**src/rtl/rd_burst_master_if.sv**
```systemverilog
// Request / memory / response signal bundle for rd_burst_master.
interface rd_burst_master_if #(
  parameter int unsigned ADDR_W = 8,
  parameter int unsigned DATA_W = 8
);
  logic              req_valid;
  logic [ADDR_W-1:0] req_addr;
  logic              req_ready;
  logic              rd;
  logic [ADDR_W-1:0] addr;
  logic [DATA_W-1:0] mem_rdata;
  logic              resp_valid;
  logic [DATA_W-1:0] resp_data;

  // Seen from the burst master
  modport master (
    input  req_valid, req_addr, mem_rdata,
    output req_ready, rd, addr, resp_valid, resp_data
  );

  // Seen from the user / memory side
  modport slave (
    output req_valid, req_addr, mem_rdata,
    input  req_ready, rd, addr, resp_valid, resp_data
  );
endinterface

```
**src/rtl/rd_burst_master.sv**
```systemverilog
// Queues read requests and issues each as a two-cycle rd strobe with a stable
// address, followed by one gap cycle; returned data is presented as a one-cycle
// response strobe.
module rd_burst_master #(
  parameter int unsigned ADDR_W = 8,
  parameter int unsigned DATA_W = 8,
  parameter int unsigned DEPTH  = 4
) (
  input  logic                     clk,
  input  logic                     rst,
  input  logic                     ce,
  rd_burst_master_if.master        bus,
  output logic                     busy
);
  localparam int unsigned PtrW = $clog2(DEPTH);
  localparam int unsigned CntW = $clog2(DEPTH + 1);
  localparam logic [CntW-1:0] FullCnt = CntW'(DEPTH);

  typedef enum logic [1:0] {StIdle, StRd1, StRd2, StGap} state_e;

  state_e            state_q, state_d;
  logic [ADDR_W-1:0] fifo_q [DEPTH];
  logic [PtrW-1:0]   wptr_q, wptr_d, rptr_q, rptr_d;
  logic [CntW-1:0]   count_q, count_d;
  logic              rd_q, rd_d;
  logic [ADDR_W-1:0] addr_q, addr_d;
  logic              resp_valid_q, resp_valid_d;
  logic [DATA_W-1:0] resp_data_q, resp_data_d;
  logic              full, empty, push, pop;

  assign full  = (count_q == FullCnt);
  assign empty = (count_q == '0);
  // Ready ignores a same-cycle pop so it depends on the count alone
  assign push  = bus.req_valid && !full;

  assign bus.req_ready  = !full;
  assign bus.rd         = rd_q;
  assign bus.addr       = addr_q;
  assign bus.resp_valid = resp_valid_q;
  assign bus.resp_data  = resp_data_q;
  assign busy           = (state_q != StIdle) || !empty;

  // FSM next state, read launch and response capture
  always_comb begin
    state_d      = state_q;
    pop          = 1'b0;
    addr_d       = addr_q;
    resp_valid_d = 1'b0;
    resp_data_d  = resp_data_q;
    unique case (state_q)
      StIdle, StGap: begin
        // ce only matters here, so a burst in flight always completes
        if (!empty && ce) begin
          state_d = StRd1;
          pop     = 1'b1;
          addr_d  = fifo_q[rptr_q];
        end else begin
          state_d = StIdle;
        end
      end
      StRd1: state_d = StRd2;
      StRd2: begin
        state_d      = StGap;
        resp_valid_d = 1'b1;
        resp_data_d  = bus.mem_rdata;
      end
      default: state_d = StIdle;
    endcase
    rd_d = (state_d == StRd1) || (state_d == StRd2);
  end

  // FIFO pointer and occupancy bookkeeping
  always_comb begin
    wptr_d  = push ? wptr_q + PtrW'(1) : wptr_q;
    rptr_d  = pop  ? rptr_q + PtrW'(1) : rptr_q;
    count_d = count_q;
    if (push && !pop) begin
      count_d = count_q + CntW'(1);
    end else if (pop && !push) begin
      count_d = count_q - CntW'(1);
    end
  end

  // FIFO storage; contents need no reset since the count gates every read
  always_ff @(posedge clk) begin
    if (push) begin
      fifo_q[wptr_q] <= bus.req_addr;
    end
  end

  // State and output registers; reset aborts any read in flight
  always_ff @(posedge clk) begin
    if (rst) begin
      state_q      <= StIdle;
      wptr_q       <= '0;
      rptr_q       <= '0;
      count_q      <= '0;
      rd_q         <= 1'b0;
      addr_q       <= '0;
      resp_valid_q <= 1'b0;
      resp_data_q  <= '0;
    end else begin
      state_q      <= state_d;
      wptr_q       <= wptr_d;
      rptr_q       <= rptr_d;
      count_q      <= count_d;
      rd_q         <= rd_d;
      addr_q       <= addr_d;
      resp_valid_q <= resp_valid_d;
      resp_data_q  <= resp_data_d;
    end
  end
endmodule

```
**src/flat_wrapper.sv**
```systemverilog
// flat-port wrapper written by rule: the top's interface ports become plain ports
module rd_burst_master_flat 
#(
  parameter int unsigned ADDR_W = 8,
  parameter int unsigned DATA_W = 8,
  parameter int unsigned DEPTH  = 4
)
  (clk, rst, ce, busy, bus_req_valid, bus_req_addr, bus_mem_rdata, bus_req_ready, bus_rd, bus_addr, bus_resp_valid, bus_resp_data);
  rd_burst_master_if #(.ADDR_W(ADDR_W), .DATA_W(DATA_W)) bus_i ();
  input  logic clk;
  input  logic rst;
  input  logic ce;
  output logic busy;
  input wire logic [$bits(bus_i.req_valid)-1:0] bus_req_valid;
  input wire logic [$bits(bus_i.req_addr)-1:0] bus_req_addr;
  input wire logic [$bits(bus_i.mem_rdata)-1:0] bus_mem_rdata;
  output wire logic [$bits(bus_i.req_ready)-1:0] bus_req_ready;
  output wire logic [$bits(bus_i.rd)-1:0] bus_rd;
  output wire logic [$bits(bus_i.addr)-1:0] bus_addr;
  output wire logic [$bits(bus_i.resp_valid)-1:0] bus_resp_valid;
  output wire logic [$bits(bus_i.resp_data)-1:0] bus_resp_data;
  assign bus_i.req_valid = bus_req_valid;
  assign bus_i.req_addr = bus_req_addr;
  assign bus_i.mem_rdata = bus_mem_rdata;
  assign bus_req_ready = bus_i.req_ready;
  assign bus_rd = bus_i.rd;
  assign bus_addr = bus_i.addr;
  assign bus_resp_valid = bus_i.resp_valid;
  assign bus_resp_data = bus_i.resp_data;
  rd_burst_master #(.ADDR_W(ADDR_W), .DATA_W(DATA_W), .DEPTH(DEPTH)) u_core (.clk(clk), .rst(rst), .ce(ce), .bus(bus_i), .busy(busy));
endmodule
```
**config.mk**
```make
export PLATFORM = sky130hd
export DESIGN_NAME = rd_burst_master_flat
export DESIGN_NICKNAME = d
export VERILOG_FILES = /design/src/rtl/rd_burst_master_if.sv /design/src/rtl/rd_burst_master.sv /design/src/flat_wrapper.sv
export SDC_FILE = /design/constraint.sdc
export NUM_CORES = 1
export LEC_CHECK = 0
export CORE_ASPECT_RATIO = 0.9
export CORE_MARGIN = 3
export CORE_UTILIZATION = 45
export CTS_BUF_LIST = sky130_fd_sc_hd__clkbuf_8
export CTS_CLUSTER_DIAMETER = 30
export DETAILED_ROUTE_END_ITERATION = 7
export GPL_TIMING_DRIVEN = 1
export PLACE_DENSITY_LB_ADDON = 0.08
export REMOVE_ABC_BUFFERS = 1
export SYNTH_ARGS = -nofsm -noshare
export SYNTH_HDL_FRONTEND = slang
export SYNTH_SLANG_ARGS = --single-unit
```
**constraint.sdc**
```tcl
create_clock -name clk -period 3.4 [get_ports clk]
set_clock_uncertainty 0.15 [all_clocks]
set_input_delay 0.68 -clock clk [delete_from_list [all_inputs] [get_ports clk]]
set_output_delay 0.68 -clock clk [all_outputs]
set_load 0.02 [all_outputs]
```
==> impl_metrics.xml, run 1 <==
<?xml version="1.0" encoding="UTF-8"?>
<metrics>
  <group name="floorplanning">
    <metric name="ios" unit="">40</metric>
    <metric name="die_w" unit="um">82.4</metric>
    <metric name="fp.dieArea" unit="um2">6160</metric>
    <metric name="floorplan.die.height" unit="um">74.7</metric>
    <metric name="initial_core_util" unit="%">47.7</metric>
    <metric name="floorplan.rows" unit="">24</metric>
    <metric name="core_area" unit="um2">4950</metric>
  </group>
  <group name="setup_path">
    <metric name="r2r-start" unit="">u_core.count_q[0]</metric>
    <metric name="critical_path_arrival" unit="ps">2940</metric>
    <metric name="timing.reg2reg.setup_slack" unit="ps">560</metric>
    <metric name="timing.critical_path.to_type" unit="">register</metric>
    <metric name="worst_path_largest_cell_delay" unit="ps">570</metric>
    <metric name="timing.rr.end" unit="">u_core.count_q[2]</metric>
    <metric name="crit_chain" unit="">or3_1 &gt; nand2_1 &gt; ha_1 &gt; inv_1 &gt; fa_1 &gt; xor2_1 &gt; or3_2 &gt; a21oi_1</metric>
    <metric name="critPathRequiredTime" unit="ps">3490</metric>
    <metric name="slowest_stage" unit="">sky130_fd_sc_hd__or3_1</metric>
    <metric name="worst-setup-path-type" unit="">reg2reg</metric>
    <metric name="r2r_cells" unit="">8</metric>
    <metric name="timing.critical_path.from_type" unit="">register</metric>
    <metric name="worstPathMaxFanout" unit="">10</metric>
  </group>
  <group name="synth">
    <metric name="synthMostInstantiatedCell" unit="">sky130_fd_sc_hd__edfxtp_1</metric>
    <metric name="synth.distinct_cells" unit="">28</metric>
    <metric name="syn_inst" unit="">171</metric>
    <metric name="synth_area_leaders" unit="">sky130_fd_sc_hd__edfxtp_1 41%, sky130_fd_sc_hd__dfxtp_1 23%, sky130_fd_sc_hd__mux4_2 6.7%, sky130_fd_sc_hd__mux2i_1 3.8%, sky130_fd_sc_hd__ha_1 3.7%</metric>
    <metric name="ys_async_sr_fraction" unit="%">0</metric>
    <metric name="yosysWarningCount" unit="">0</metric>
    <metric name="total_of_flip_flops_plus_latches_after_synthesis" unit="">59</metric>
    <metric name="synth_sequential_area_ratio" unit="%">63.6</metric>
    <metric name="post_synth_instance_area" unit="um2">2360</metric>
    <metric name="synth_edf_count" unit="">32</metric>
    <metric name="synth-main-ff-cell" unit="">sky130_fd_sc_hd__edfxtp_1</metric>
    <metric name="synth_commonest_cells" unit="">32 x sky130_fd_sc_hd__edfxtp_1, 27 x sky130_fd_sc_hd__dfxtp_1, 14 x sky130_fd_sc_hd__a21oi_1</metric>
    <metric name="synth.top_cell.area_share" unit="%">40.7</metric>
    <metric name="synthDominantAreaCellType" unit="">sky130_fd_sc_hd__edfxtp_1</metric>
    <metric name="syn-mean-instance-area" unit="um2">13.8</metric>
  </group>
  <group name="hold_path">
    <metric name="worst_hold_path_type" unit="">reg2reg</metric>
    <metric name="hold_start" unit="">u_core.bus.addr[0]</metric>
    <metric name="endpoint_of_the_worst_hold_path" unit="">u_core.bus.addr[0]</metric>
    <metric name="timing.hold.worst_path_depth" unit="">2</metric>
  </group>
  <group name="routing">
    <metric name="detail_route.wirelength" unit="um">4610</metric>
    <metric name="dr.pass1.iters" unit="">4</metric>
    <metric name="route.detailed.wl_per_inst" unit="um">16.2</metric>
    <metric name="drt-initial-drc-count" unit="">64</metric>
    <metric name="via_per_inst" unit="">5.13</metric>
    <metric name="route.antenna.remaining_nets" unit="">0</metric>
    <metric name="vias" unit="">1456</metric>
    <metric name="drcViolationCount" unit="">0</metric>
  </group>
  <group name="clocking">
    <metric name="cts.path.max_buffers" unit="">2</metric>
    <metric name="tritoncts.num_buffers" unit="">9</metric>
    <metric name="clkSinkCount" unit="">59</metric>
    <metric name="post_cts_buffers" unit="">0</metric>
    <metric name="cts-htree-levels" unit="">3</metric>
    <metric name="cts_hold_repair.buffers" unit="">0</metric>
    <metric name="worst_skew_pair.late_latency" unit="ps">330</metric>
    <metric name="worst_setup_hold_path_clk_slew" unit="ps">60</metric>
    <metric name="cts_tree" unit="">yes</metric>
    <metric name="ctsResizeCount" unit="">0</metric>
    <metric name="clock-root-buffer" unit="">sky130_fd_sc_hd__clkbuf_8</metric>
  </group>
  <group name="global_route">
    <metric name="grt_max_degree" unit="">20</metric>
    <metric name="globalRoute.totalOverflow" unit="">0</metric>
    <metric name="globalRouteTotalUtil" unit="%">17.0</metric>
    <metric name="gr-max-usage-layer" unit="">met2</metric>
    <metric name="first_pass_grt_wire_length" unit="um">7250</metric>
    <metric name="gr-usage-met3" unit="%">5.86</metric>
    <metric name="via_count_of_the_first_global_routing_pass" unit="">1468</metric>
    <metric name="grt_use_met1" unit="%">20.4</metric>
    <metric name="antenna_found_initial" unit="">0</metric>
    <metric name="gr-usage-met2" unit="%">26.8</metric>
  </group>
  <group name="final_layout">
    <metric name="final_core_utilization" unit="%">59.4</metric>
    <metric name="syn2layout_area_growth" unit="%">24.7</metric>
    <metric name="layout_cell_share_with_drive_strength_beyond_1" unit="%">12.3</metric>
    <metric name="seqCellArea" unit="um2">1500</metric>
    <metric name="stdcell_count" unit="">284</metric>
    <metric name="final_cell_area" unit="um2">2950</metric>
    <metric name="finish.net_count" unit="">242</metric>
    <metric name="nFillCells" unit="">406</metric>
    <metric name="multi_input_area" unit="um2">768</metric>
    <metric name="antenna_cells_inserted" unit="">0</metric>
  </group>
  <group name="power">
    <metric name="static_power_due_to_leakage" unit="nW">1.05</metric>
    <metric name="vdd_drop_max" unit="mV">0.413</metric>
    <metric name="power_density" unit="nW/um2">766</metric>
  </group>
  <group name="timing">
    <metric name="timing.final.ws_setup" unit="ps">556</metric>
    <metric name="min_period_over_period" unit="%">83.6</metric>
    <metric name="max_clock_freq" unit="MHz">352</metric>
    <metric name="worst_slew_margin_relative_to_its_limit" unit="%">46.8</metric>
    <metric name="tightest_slew" unit="ps">796</metric>
    <metric name="slew_violations" unit="">0</metric>
    <metric name="rsz0062_at_grt" unit="">false</metric>
    <metric name="finalCriticalPeriod" unit="ps">2840</metric>
    <metric name="number_of_endpoints_with_negative_hold_slack_in_the_final_report" unit="">0</metric>
    <metric name="report.final.setup_viol" unit="">0</metric>
    <metric name="tns" unit="ps">0</metric>
  </group>
  <group name="job">
    <metric name="timing.max_cap.violations" unit="">0</metric>
  </group>
  <group name="run_status">
    <metric name="run_status" unit="">completed</metric>
  </group>
  <group name="place">
    <metric name="portBuffers" unit="">39</metric>
    <metric name="dp_cells" unit="">268</metric>
    <metric name="gpl.final_weighted_congestion" unit="">0.751</metric>
    <metric name="dpl.hpwl" unit="um">3150</metric>
    <metric name="detailedPlace.worstSlack" unit="ps">260</metric>
    <metric name="placed_cell_area" unit="um2">2790</metric>
  </group>
</metrics>
-- cell usage in the layout (no fill, tap or decap) --
| master | count |
|---|---|
| sky130_fd_sc_hd__clkdlybuf4s50_1 | 39 |
| sky130_fd_sc_hd__edfxtp_1 | 32 |
| sky130_fd_sc_hd__dfxtp_1 | 27 |
| sky130_fd_sc_hd__a21oi_1 | 14 |
| sky130_fd_sc_hd__nor2_1 | 12 |
| sky130_fd_sc_hd__o21ai_0 | 12 |
| sky130_fd_sc_hd__inv_1 | 10 |
| sky130_fd_sc_hd__nand3_1 | 10 |
| sky130_fd_sc_hd__mux2i_1 | 9 |
| sky130_fd_sc_hd__clkbuf_8 | 9 |
| sky130_fd_sc_hd__mux4_2 | 7 |
| sky130_fd_sc_hd__ha_1 | 7 |
| sky130_fd_sc_hd__nor2b_1 | 4 |
| sky130_fd_sc_hd__and3_1 | 4 |
| sky130_fd_sc_hd__clkinv_2 | 4 |
| sky130_fd_sc_hd__nand2_1 | 3 |
| sky130_fd_sc_hd__buf_4 | 3 |
| sky130_fd_sc_hd__or3_1 | 2 |
| sky130_fd_sc_hd__nand2b_1 | 2 |
| sky130_fd_sc_hd__xor2_1 | 2 |
| sky130_fd_sc_hd__nor3b_2 | 1 |
| sky130_fd_sc_hd__nor3_1 | 1 |
| sky130_fd_sc_hd__or3_2 | 1 |
| sky130_fd_sc_hd__nand3_4 | 1 |
| sky130_fd_sc_hd__mux2_4 | 1 |
| sky130_fd_sc_hd__mux4_1 | 1 |
| sky130_fd_sc_hd__fa_1 | 1 |
-- logic make-up (layout without fill, tap and decap cells) --
kind of cell	count (synthesis)	count (layout)	synth area share, %
flops	59	59	63.6
simple gates	41	41	9.48
compound gates	26	26	5.51
mux	18	18	12.2
buf+inv	17	65	3.92
fa+ha+maj	8	8	4.55
xor+xnor	2	2	0.742
-- through the flow --
stage	total power (W)	hold WS, ps
floorplan	0.00145	318
global placement	0.00174	312
CTS	0.00229	339
detailed placement	0.00178	329
global route	0.00240	359
finish	0.00226	339
-- worst max-delay path by stage --
stage                      startpoint  cells past startpoint                end
floorplan                          ce                      8  u_core.count_q[2]
global route        u_core.count_q[0]                      8  u_core.count_q[2]
CTS                 u_core.count_q[0]                      8  u_core.count_q[2]
finish              u_core.count_q[0]                      8  u_core.count_q[2]
global placement        bus_req_valid                      9  u_core.count_q[2]
detailed placement      bus_req_valid                      9  u_core.count_q[2]
-- state kept, by name, indices dropped and copies added (netlist names) --
name and count:
u_core.bus.addr 8, u_core.bus.rd 1, u_core.bus.resp_data 8, u_core.bus.resp_valid 1, u_core.count_q 3, u_core.fifo_q 32, u_core.rptr_q 2, u_core.state_q 2
u_core.wptr_q 2
-- worst max-delay path, delay by kind of cell (launching register included) --
kind            cells  cell delay [ps]
simple gates        3             1210
buf+inv             1               70
flops               1              360
fa+ha+maj           2              640
compound gates      1              140
xor+xnor            1              190
-- per-layer routing --
layer	wire [um]	up-vias
met5	0	-
met4	57	0
met3	246	6
met2	2320	36
met1	1990	706
li1	-	708
-- power by group --
part / internal [W] / leakage (nW) / switching, W / total [W]
combinational: 0.000366 / 0.438 / 0.000421 / 0.000786
clock: 0.000250 / 0.0963 / 0.000250 / 0.000500
sequential: 0.000875 / 0.514 / 0.0000951 / 0.000970
-- cell type report --
| class | instances | area share (%) |
|---|---|---|
| timing repair buffer | 42 | 14.0 |
| inverter | 7 | 0.892 |
| clock buffer | 9 | 4.21 |
| tap | 65 | 2.76 |
| multi-input combinational | 95 | 26.1 |
| clock inverter | 7 | 1.06 |
| sequential | 59 | 51.0 |
(Power assumes the default switching activity.)
==> run 2, diff against run 1 <==
- clock period: 3.4 -> 2.5 ns (I/O delays scaled with it)
==> impl_metrics.xml, run 2 (synthesis gave the netlist of run 1 again) <==
<?xml version="1.0" encoding="UTF-8"?>
<metrics>
  <group name="place">
    <metric name="dpl.hpwl" unit="um">3190</metric>
    <metric name="gpl.final_weighted_congestion" unit="">0.727</metric>
    <metric name="dp_cells" unit="">278</metric>
    <metric name="portBuffers" unit="">39</metric>
    <metric name="detailedPlace.worstSlack" unit="ps">-326</metric>
  </group>
  <group name="final_layout">
    <metric name="syn2layout_area_growth" unit="%">31.1</metric>
    <metric name="layout.cells.most_common_list" unit="">38 x sky130_fd_sc_hd__clkdlybuf4s50_1, 32 x sky130_fd_sc_hd__edfxtp_1, 26 x sky130_fd_sc_hd__dfxtp_1</metric>
    <metric name="layout_cell_share_with_drive_strength_beyond_1" unit="%">20.5</metric>
    <metric name="antenna_cells_inserted" unit="">0</metric>
    <metric name="finish.net_count" unit="">252</metric>
    <metric name="largest_reg_flops" unit="">32</metric>
    <metric name="registers.top_by_ff_count" unit="">u_core.fifo_q</metric>
    <metric name="stdcell_count" unit="">294</metric>
    <metric name="final_core_utilization" unit="%">62.5</metric>
    <metric name="layout_commonest_cell" unit="">sky130_fd_sc_hd__clkdlybuf4s50_1</metric>
    <metric name="nFillCells" unit="">397</metric>
    <metric name="multi_input_area" unit="um2">793</metric>
    <metric name="seqCellArea" unit="um2">1500</metric>
  </group>
  <group name="hold_path">
    <metric name="worst_hold_path_type" unit="">reg2reg</metric>
  </group>
  <group name="power">
    <metric name="power_density" unit="nW/um2">1100</metric>
    <metric name="static_power_due_to_leakage" unit="nW">1.09</metric>
    <metric name="p_int" unit="W">0.00226</metric>
    <metric name="clkPwrFrac" unit="%">25.1</metric>
    <metric name="totalPowerFinal" unit="W">0.00341</metric>
    <metric name="power_switching" unit="W">0.00115</metric>
    <metric name="vdd_drop_max" unit="mV">0.628</metric>
    <metric name="power_frac_seq" unit="%">38.1</metric>
    <metric name="p_sw_share" unit="%">33.6</metric>
    <metric name="share_comb_of_total_power" unit="%">36.8</metric>
  </group>
  <group name="timing">
    <metric name="min_period_over_period" unit="%">96.9</metric>
    <metric name="finalCriticalPeriod" unit="ps">2420</metric>
    <metric name="number_of_endpoints_with_negative_hold_slack_in_the_final_report" unit="">0</metric>
    <metric name="tightest_slew" unit="ps">671</metric>
    <metric name="timing.final.ws_setup" unit="ps">76.7</metric>
    <metric name="report.final.setup_viol" unit="">0</metric>
    <metric name="worst_slew_margin_relative_to_its_limit" unit="%">55.2</metric>
    <metric name="slew_violations" unit="">0</metric>
    <metric name="max_clock_freq" unit="MHz">413</metric>
    <metric name="tns" unit="ps">0</metric>
    <metric name="rsz0062_at_grt" unit="">true</metric>
  </group>
  <group name="routing">
    <metric name="via_per_inst" unit="">5.13</metric>
    <metric name="route.detailed.wl_per_inst" unit="um">15.9</metric>
    <metric name="drt-initial-drc-count" unit="">62</metric>
    <metric name="detail_route.wirelength" unit="um">4670</metric>
    <metric name="drcViolationCount" unit="">0</metric>
    <metric name="dr.pass1.iters" unit="">6</metric>
    <metric name="vias" unit="">1508</metric>
    <metric name="route.antenna.remaining_nets" unit="">0</metric>
  </group>
  <group name="setup_path">
    <metric name="critical_path_arrival" unit="ps">1770</metric>
    <metric name="r2r-start" unit="">u_core.count_q[2]</metric>
    <metric name="timing.critical_path.from_type" unit="">register</metric>
    <metric name="timing.critical_path.to" unit="">busy</metric>
    <metric name="timing.rr.end" unit="">u_core.count_q[2]</metric>
    <metric name="timing.critical_path.to_type" unit="">output pin</metric>
    <metric name="critPathRequiredTime" unit="ps">1850</metric>
    <metric name="crit_start" unit="">u_core.count_q[0]</metric>
    <metric name="r2r_cells" unit="">8</metric>
    <metric name="worst-setup-path-type" unit="">reg2out</metric>
    <metric name="worstPathMaxFanout" unit="">4</metric>
    <metric name="timing.reg2reg.setup_slack" unit="ps">120</metric>
  </group>
  <group name="clocking">
    <metric name="tritoncts.num_buffers" unit="">9</metric>
    <metric name="cts.path.max_buffers" unit="">2</metric>
    <metric name="cts-htree-levels" unit="">3</metric>
    <metric name="cts_tree" unit="">yes</metric>
    <metric name="cts_hold_repair.buffers" unit="">0</metric>
    <metric name="worst_skew_pair.late_latency" unit="ps">340</metric>
    <metric name="ctsResizeCount" unit="">0</metric>
    <metric name="worst_setup_hold_path_clk_slew" unit="ps">70</metric>
    <metric name="post_cts_buffers" unit="">0</metric>
    <metric name="clkSinkCount" unit="">59</metric>
    <metric name="clock-root-buffer" unit="">sky130_fd_sc_hd__clkbuf_8</metric>
  </group>
  <group name="job">
    <metric name="timing.max_cap.violations" unit="">0</metric>
  </group>
  <group name="floorplanning">
    <metric name="initial_core_util" unit="%">47.7</metric>
    <metric name="ios" unit="">40</metric>
    <metric name="floorplan.die.height" unit="um">74.7</metric>
    <metric name="fp.dieArea" unit="um2">6160</metric>
    <metric name="die_w" unit="um">82.4</metric>
    <metric name="floorplan.rows" unit="">24</metric>
    <metric name="core_area" unit="um2">4950</metric>
  </group>
  <group name="global_route">
    <metric name="globalRoute.totalOverflow" unit="">0</metric>
    <metric name="antenna_found_initial" unit="">0</metric>
    <metric name="first_pass_grt_wire_length" unit="um">7520</metric>
    <metric name="grt_max_degree" unit="">13</metric>
    <metric name="globalRouteTotalUtil" unit="%">17.2</metric>
    <metric name="via_count_of_the_first_global_routing_pass" unit="">1590</metric>
  </group>
  <group name="run_status">
    <metric name="run_status" unit="">completed</metric>
  </group>
</metrics>
run 2: changes by cell type in the layout (fill, tap and decap cells not counted), moves of 3 or more:
cell                         delta
sky130_fd_sc_hd__clkinv_2       -4
sky130_fd_sc_hd__clkinv_4       +3
sky130_fd_sc_hd__buf_4         +10
sky130_fd_sc_hd__clkinvlp_4     +3
sky130_fd_sc_hd__inv_1          -3
run 2: cell type report:
class / instances / area share [%]
Tap cell: 65 / 2.63
Inverter: 7 / 0.848
Sequential cell: 59 / 48.5
Clock buffer: 9 / 4.00
Clock inverter: 7 / 2.55
Multi-Input combinational cell: 95 / 25.6
Timing Repair Buffer: 52 / 15.8
run 2: routing by layer:
metal / part of all wire, % / GRT usage (%) / up-vias / routed length [um]
met3: 5.7 / 8.13 / 4 / 267
met4: 0.58 / 6.09 / 0 / 27
met2: 51 / 28.3 / 36 / 2370
li1: - / - / 732 / -
met1: 43 / 19.8 / 736 / 2000
met5: 0 / 0 / - / 0
run 2: worst min path at each step:
stage / startpoint / to / slack, ps / depth (start not counted)
2_1_floorplan: u_core.count_q[2] / u_core.count_q[2] / 320 / 2
3_3_place_gp: u_core.bus.addr[4] / u_core.bus.addr[4] / 310 / 2
3_5_place_dp: u_core.bus.addr[2] / u_core.bus.addr[2] / 320 / 2
4_1_cts: u_core.bus.addr[2] / u_core.bus.addr[2] / 330 / 2
5_1_grt: u_core.bus.addr[2] / u_core.bus.addr[2] / 360 / 2
6_report: u_core.bus.addr[2] / u_core.bus.addr[2] / 330 / 2
run 2: power groups by stage:
stage | sequential [W] | combinational [W] | clock, W
2_1_floorplan | 0.00139 | 0.000583 | 0
3_3_place_gp | 0.00131 | 0.00116 | 0
6_report | 0.00130 | 0.00125 | 0.000856
5_1_grt | 0.00132 | 0.00136 | 0.000934
3_5_place_dp | 0.00132 | 0.00121 | 0
4_1_cts | 0.00130 | 0.00121 | 0.000881
run 2: per-stage QoR:
step	area [um2]	hold WS, ps
after floorplan	2300	318
after global placement	2870	310
after detailed placement	2870	321
after CTS	3070	333
after global routing	3100	364
final	3100	334
run 2: critical path: stages (launching register included):
cell and delay (ps):
sky130_fd_sc_hd__dfxtp_1 310, sky130_fd_sc_hd__buf_4 160, sky130_fd_sc_hd__nor3_1 320, sky130_fd_sc_hd__nand2_1 100
sky130_fd_sc_hd__clkdlybuf4s50_1 550
==> run 3, diff against run 2 <==
--- a/config.mk
+++ b/config.mk
@@ -13,2 +13,3 @@
 export DETAILED_ROUTE_END_ITERATION = 7
+export DONT_BUFFER_PORTS = 1
 export GPL_TIMING_DRIVEN = 1
==> constraint.sdc (replaced) <==
create_clock -name clk -period 2.5 [get_ports clk]
set_clock_uncertainty 0.15 [all_clocks]
set_input_delay 0.625 -clock clk [delete_from_list [all_inputs] [get_ports clk]]
set_output_delay 0.625 -clock clk [all_outputs]
set_load 0.02 [all_outputs]
==> impl_metrics.xml, run 3 (synthesis gave the netlist of run 1 again) <==
<?xml version="1.0" encoding="UTF-8"?>
<metrics>
  <group name="floorplanning">
    <metric name="initial_core_util" unit="%">47.7</metric>
    <metric name="floorplan.die.height" unit="um">74.7</metric>
    <metric name="ios" unit="">40</metric>
    <metric name="die_w" unit="um">82.4</metric>
    <metric name="floorplan.rows" unit="">24</metric>
    <metric name="fp.dieArea" unit="um2">6160</metric>
    <metric name="core_area" unit="um2">4950</metric>
  </group>
  <group name="power">
    <metric name="power_density" unit="nW/um2">1240</metric>
    <metric name="static_power_due_to_leakage" unit="nW">0.947</metric>
    <metric name="vdd_drop_max" unit="mV">0.638</metric>
  </group>
  <group name="routing">
    <metric name="vias" unit="">1356</metric>
    <metric name="dr.pass1.iters" unit="">4</metric>
    <metric name="detail_route.wirelength" unit="um">4430</metric>
    <metric name="route.detailed.wl_per_inst" unit="um">17.8</metric>
    <metric name="via_per_inst" unit="">5.45</metric>
    <metric name="drt-initial-drc-count" unit="">46</metric>
    <metric name="route.antenna.remaining_nets" unit="">0</metric>
    <metric name="drcViolationCount" unit="">0</metric>
  </group>
  <group name="timing">
    <metric name="timing.final.ws_setup" unit="ps">78.7</metric>
    <metric name="max_clock_freq" unit="MHz">413</metric>
    <metric name="worst_slew_margin_relative_to_its_limit" unit="%">54.9</metric>
    <metric name="finalCriticalPeriod" unit="ps">2420</metric>
    <metric name="slew_violations" unit="">0</metric>
    <metric name="rsz0062_at_grt" unit="">false</metric>
    <metric name="tightest_slew" unit="ps">675</metric>
    <metric name="number_of_endpoints_with_negative_hold_slack_in_the_final_report" unit="">0</metric>
    <metric name="min_period_over_period" unit="%">96.9</metric>
    <metric name="post_route_worst_hold_slack" unit="ps">209</metric>
    <metric name="report.final.setup_viol" unit="">0</metric>
  </group>
  <group name="global_route">
    <metric name="via_count_of_the_first_global_routing_pass" unit="">1360</metric>
    <metric name="globalRouteTotalUtil" unit="%">15.8</metric>
    <metric name="gr-usage-met2" unit="%">25.5</metric>
    <metric name="gr-usage-met3" unit="%">7.06</metric>
    <metric name="grt_use_met1" unit="%">17.8</metric>
    <metric name="globalRoute.totalOverflow" unit="">0</metric>
    <metric name="first_pass_grt_wire_length" unit="um">6700</metric>
    <metric name="grt_max_degree" unit="">29</metric>
    <metric name="antenna_found_initial" unit="">0</metric>
    <metric name="gr-max-usage-layer" unit="">met2</metric>
  </group>
  <group name="job">
    <metric name="timing.max_cap.violations" unit="">0</metric>
  </group>
  <group name="setup_path">
    <metric name="timing.reg2reg.setup_slack" unit="ps">80</metric>
    <metric name="critPathBufInv" unit="">1</metric>
    <metric name="crit_chain" unit="">or3_4 &gt; nand2_2 &gt; ha_2 &gt; inv_1 &gt; fa_2 &gt; xor2_1 &gt; or3_2 &gt; a21oi_2</metric>
    <metric name="timing.critical_path.from_type" unit="">register</metric>
    <metric name="slowest_stage" unit="">sky130_fd_sc_hd__or3_2</metric>
    <metric name="worst_path_largest_cell_delay" unit="ps">430</metric>
    <metric name="worstPathMaxFanout" unit="">5</metric>
    <metric name="critical_path_arrival" unit="ps">2530</metric>
    <metric name="worst-setup-path-type" unit="">reg2reg</metric>
    <metric name="critPathRequiredTime" unit="ps">2610</metric>
    <metric name="crit_family" unit="">simple AND/OR/NAND/NOR gates</metric>
    <metric name="timing.critical_path.to_type" unit="">register</metric>
  </group>
  <group name="place">
    <metric name="placed_cell_area" unit="um2">2420</metric>
    <metric name="detailedPlace.worstSlack" unit="ps">-94.3</metric>
    <metric name="dpl.hpwl" unit="um">2910</metric>
    <metric name="portBuffers" unit="">0</metric>
    <metric name="gpl.final_weighted_congestion" unit="">0.710</metric>
    <metric name="dp_cells" unit="">232</metric>
  </group>
  <group name="final_layout">
    <metric name="layout_cell_share_with_drive_strength_beyond_1" unit="%">21.2</metric>
    <metric name="largest_reg_flops" unit="">32</metric>
    <metric name="finish.net_count" unit="">207</metric>
    <metric name="syn2layout_area_growth" unit="%">14.3</metric>
    <metric name="layout.cells.most_common_list" unit="">32 x sky130_fd_sc_hd__edfxtp_1, 26 x sky130_fd_sc_hd__dfxtp_1, 13 x sky130_fd_sc_hd__a21oi_1</metric>
    <metric name="stdcell_count" unit="">249</metric>
    <metric name="seqCellArea" unit="um2">1500</metric>
    <metric name="layout_commonest_cell" unit="">sky130_fd_sc_hd__edfxtp_1</metric>
    <metric name="registers.top_by_ff_count" unit="">u_core.fifo_q</metric>
    <metric name="final_core_utilization" unit="%">54.5</metric>
    <metric name="antenna_cells_inserted" unit="">0</metric>
    <metric name="nFillCells" unit="">431</metric>
    <metric name="final_cell_area" unit="um2">2700</metric>
    <metric name="multi_input_area" unit="um2">797</metric>
  </group>
  <group name="clocking">
    <metric name="tritoncts.num_buffers" unit="">9</metric>
    <metric name="clkSinkCount" unit="">59</metric>
    <metric name="cts_hold_repair.buffers" unit="">0</metric>
    <metric name="clock-root-buffer" unit="">sky130_fd_sc_hd__clkbuf_8</metric>
    <metric name="cts_tree" unit="">yes</metric>
    <metric name="cts.path.max_buffers" unit="">2</metric>
    <metric name="worst_skew_pair.late_latency" unit="ps">330</metric>
    <metric name="cts-htree-levels" unit="">3</metric>
    <metric name="worst_setup_hold_path_clk_slew" unit="ps">60</metric>
  </group>
  <group name="hold_path">
    <metric name="worst_hold_path_type" unit="">in2reg</metric>
  </group>
  <group name="run_status">
    <metric name="run_status" unit="">completed</metric>
  </group>
</metrics>
[run 3: cell types whose count changed in the layout (fill, tap and decap cells not counted), moves of 2 or more]
cell | previous run | this run
sky130_fd_sc_hd__buf_4 | 13 | 7
sky130_fd_sc_hd__bufinv_16 | 1 | 3
sky130_fd_sc_hd__clkinv_4 | 3 | 0
sky130_fd_sc_hd__clkinv_1 | 0 | 2
sky130_fd_sc_hd__clkdlybuf4s50_1 | 38 | 0
sky130_fd_sc_hd__clkinvlp_4 | 3 | 0
[run 3: where the power goes]
group          internal [W]  switching (W)  total (W)
sequential          0.00119       0.000199    0.00139
clock              0.000680       0.000351    0.00103
combinational      0.000418       0.000500   0.000918
[run 3: per-layer routing]
layer	routed length [um]	vias up
li1	-	638
met1	1810	673
met2	2250	37
met3	287	8
met4	83	0
met5	0	-
[run 3: path summary, 6_finish.rpt]
path              cells after the start               from                 to
setup / recovery                      8  u_core.count_q[2]  u_core.count_q[2]
hold / removal                        1                rst  u_core.state_q[1]
setup reg to reg                      8  u_core.count_q[2]  u_core.count_q[2]
hold reg to reg                       2   u_core.wptr_q[0]   u_core.wptr_q[0]
[run 3: metrics by stage]
stage / TNS (ps) / total power [W]
finish: 0 / 0.00334
global route: 0 / 0.00352
CTS: 0 / 0.00336
detailed placement: -94.3 / 0.00228
global placement: 0 / 0.00223
floorplan: -119 / 0.00197
[run 3: worst register-to-register path: stages (launching register included)]
cell                      delay [ps]
sky130_fd_sc_hd__dfxtp_1         340
sky130_fd_sc_hd__or3_4           400
sky130_fd_sc_hd__nand2_2          90
sky130_fd_sc_hd__ha_2            180
sky130_fd_sc_hd__inv_1            60
sky130_fd_sc_hd__fa_2            390
sky130_fd_sc_hd__xor2_1          170
sky130_fd_sc_hd__or3_2           430
sky130_fd_sc_hd__a21oi_2         140
[run 3: area by class of cell]
cell class / count / share of cell area [%]
Sequential cell: 59 / 55.7
Clock inverter: 6 / 3.80
Multi-Input combinational cell: 95 / 29.5
Clock buffer: 10 / 5.10
Tap cell: 65 / 3.01
Inverter: 7 / 0.973
Timing Repair Buffer: 7 / 1.95
[run 3: timing repair]
item / CTS / global route
endpoints found under the setup margin: 1 / 1
endpoints found under the hold margin: 0 / 0
pin swaps: 0 / 1
buffers inserted: 1 / 0
gates resized for setup: 4 / 3
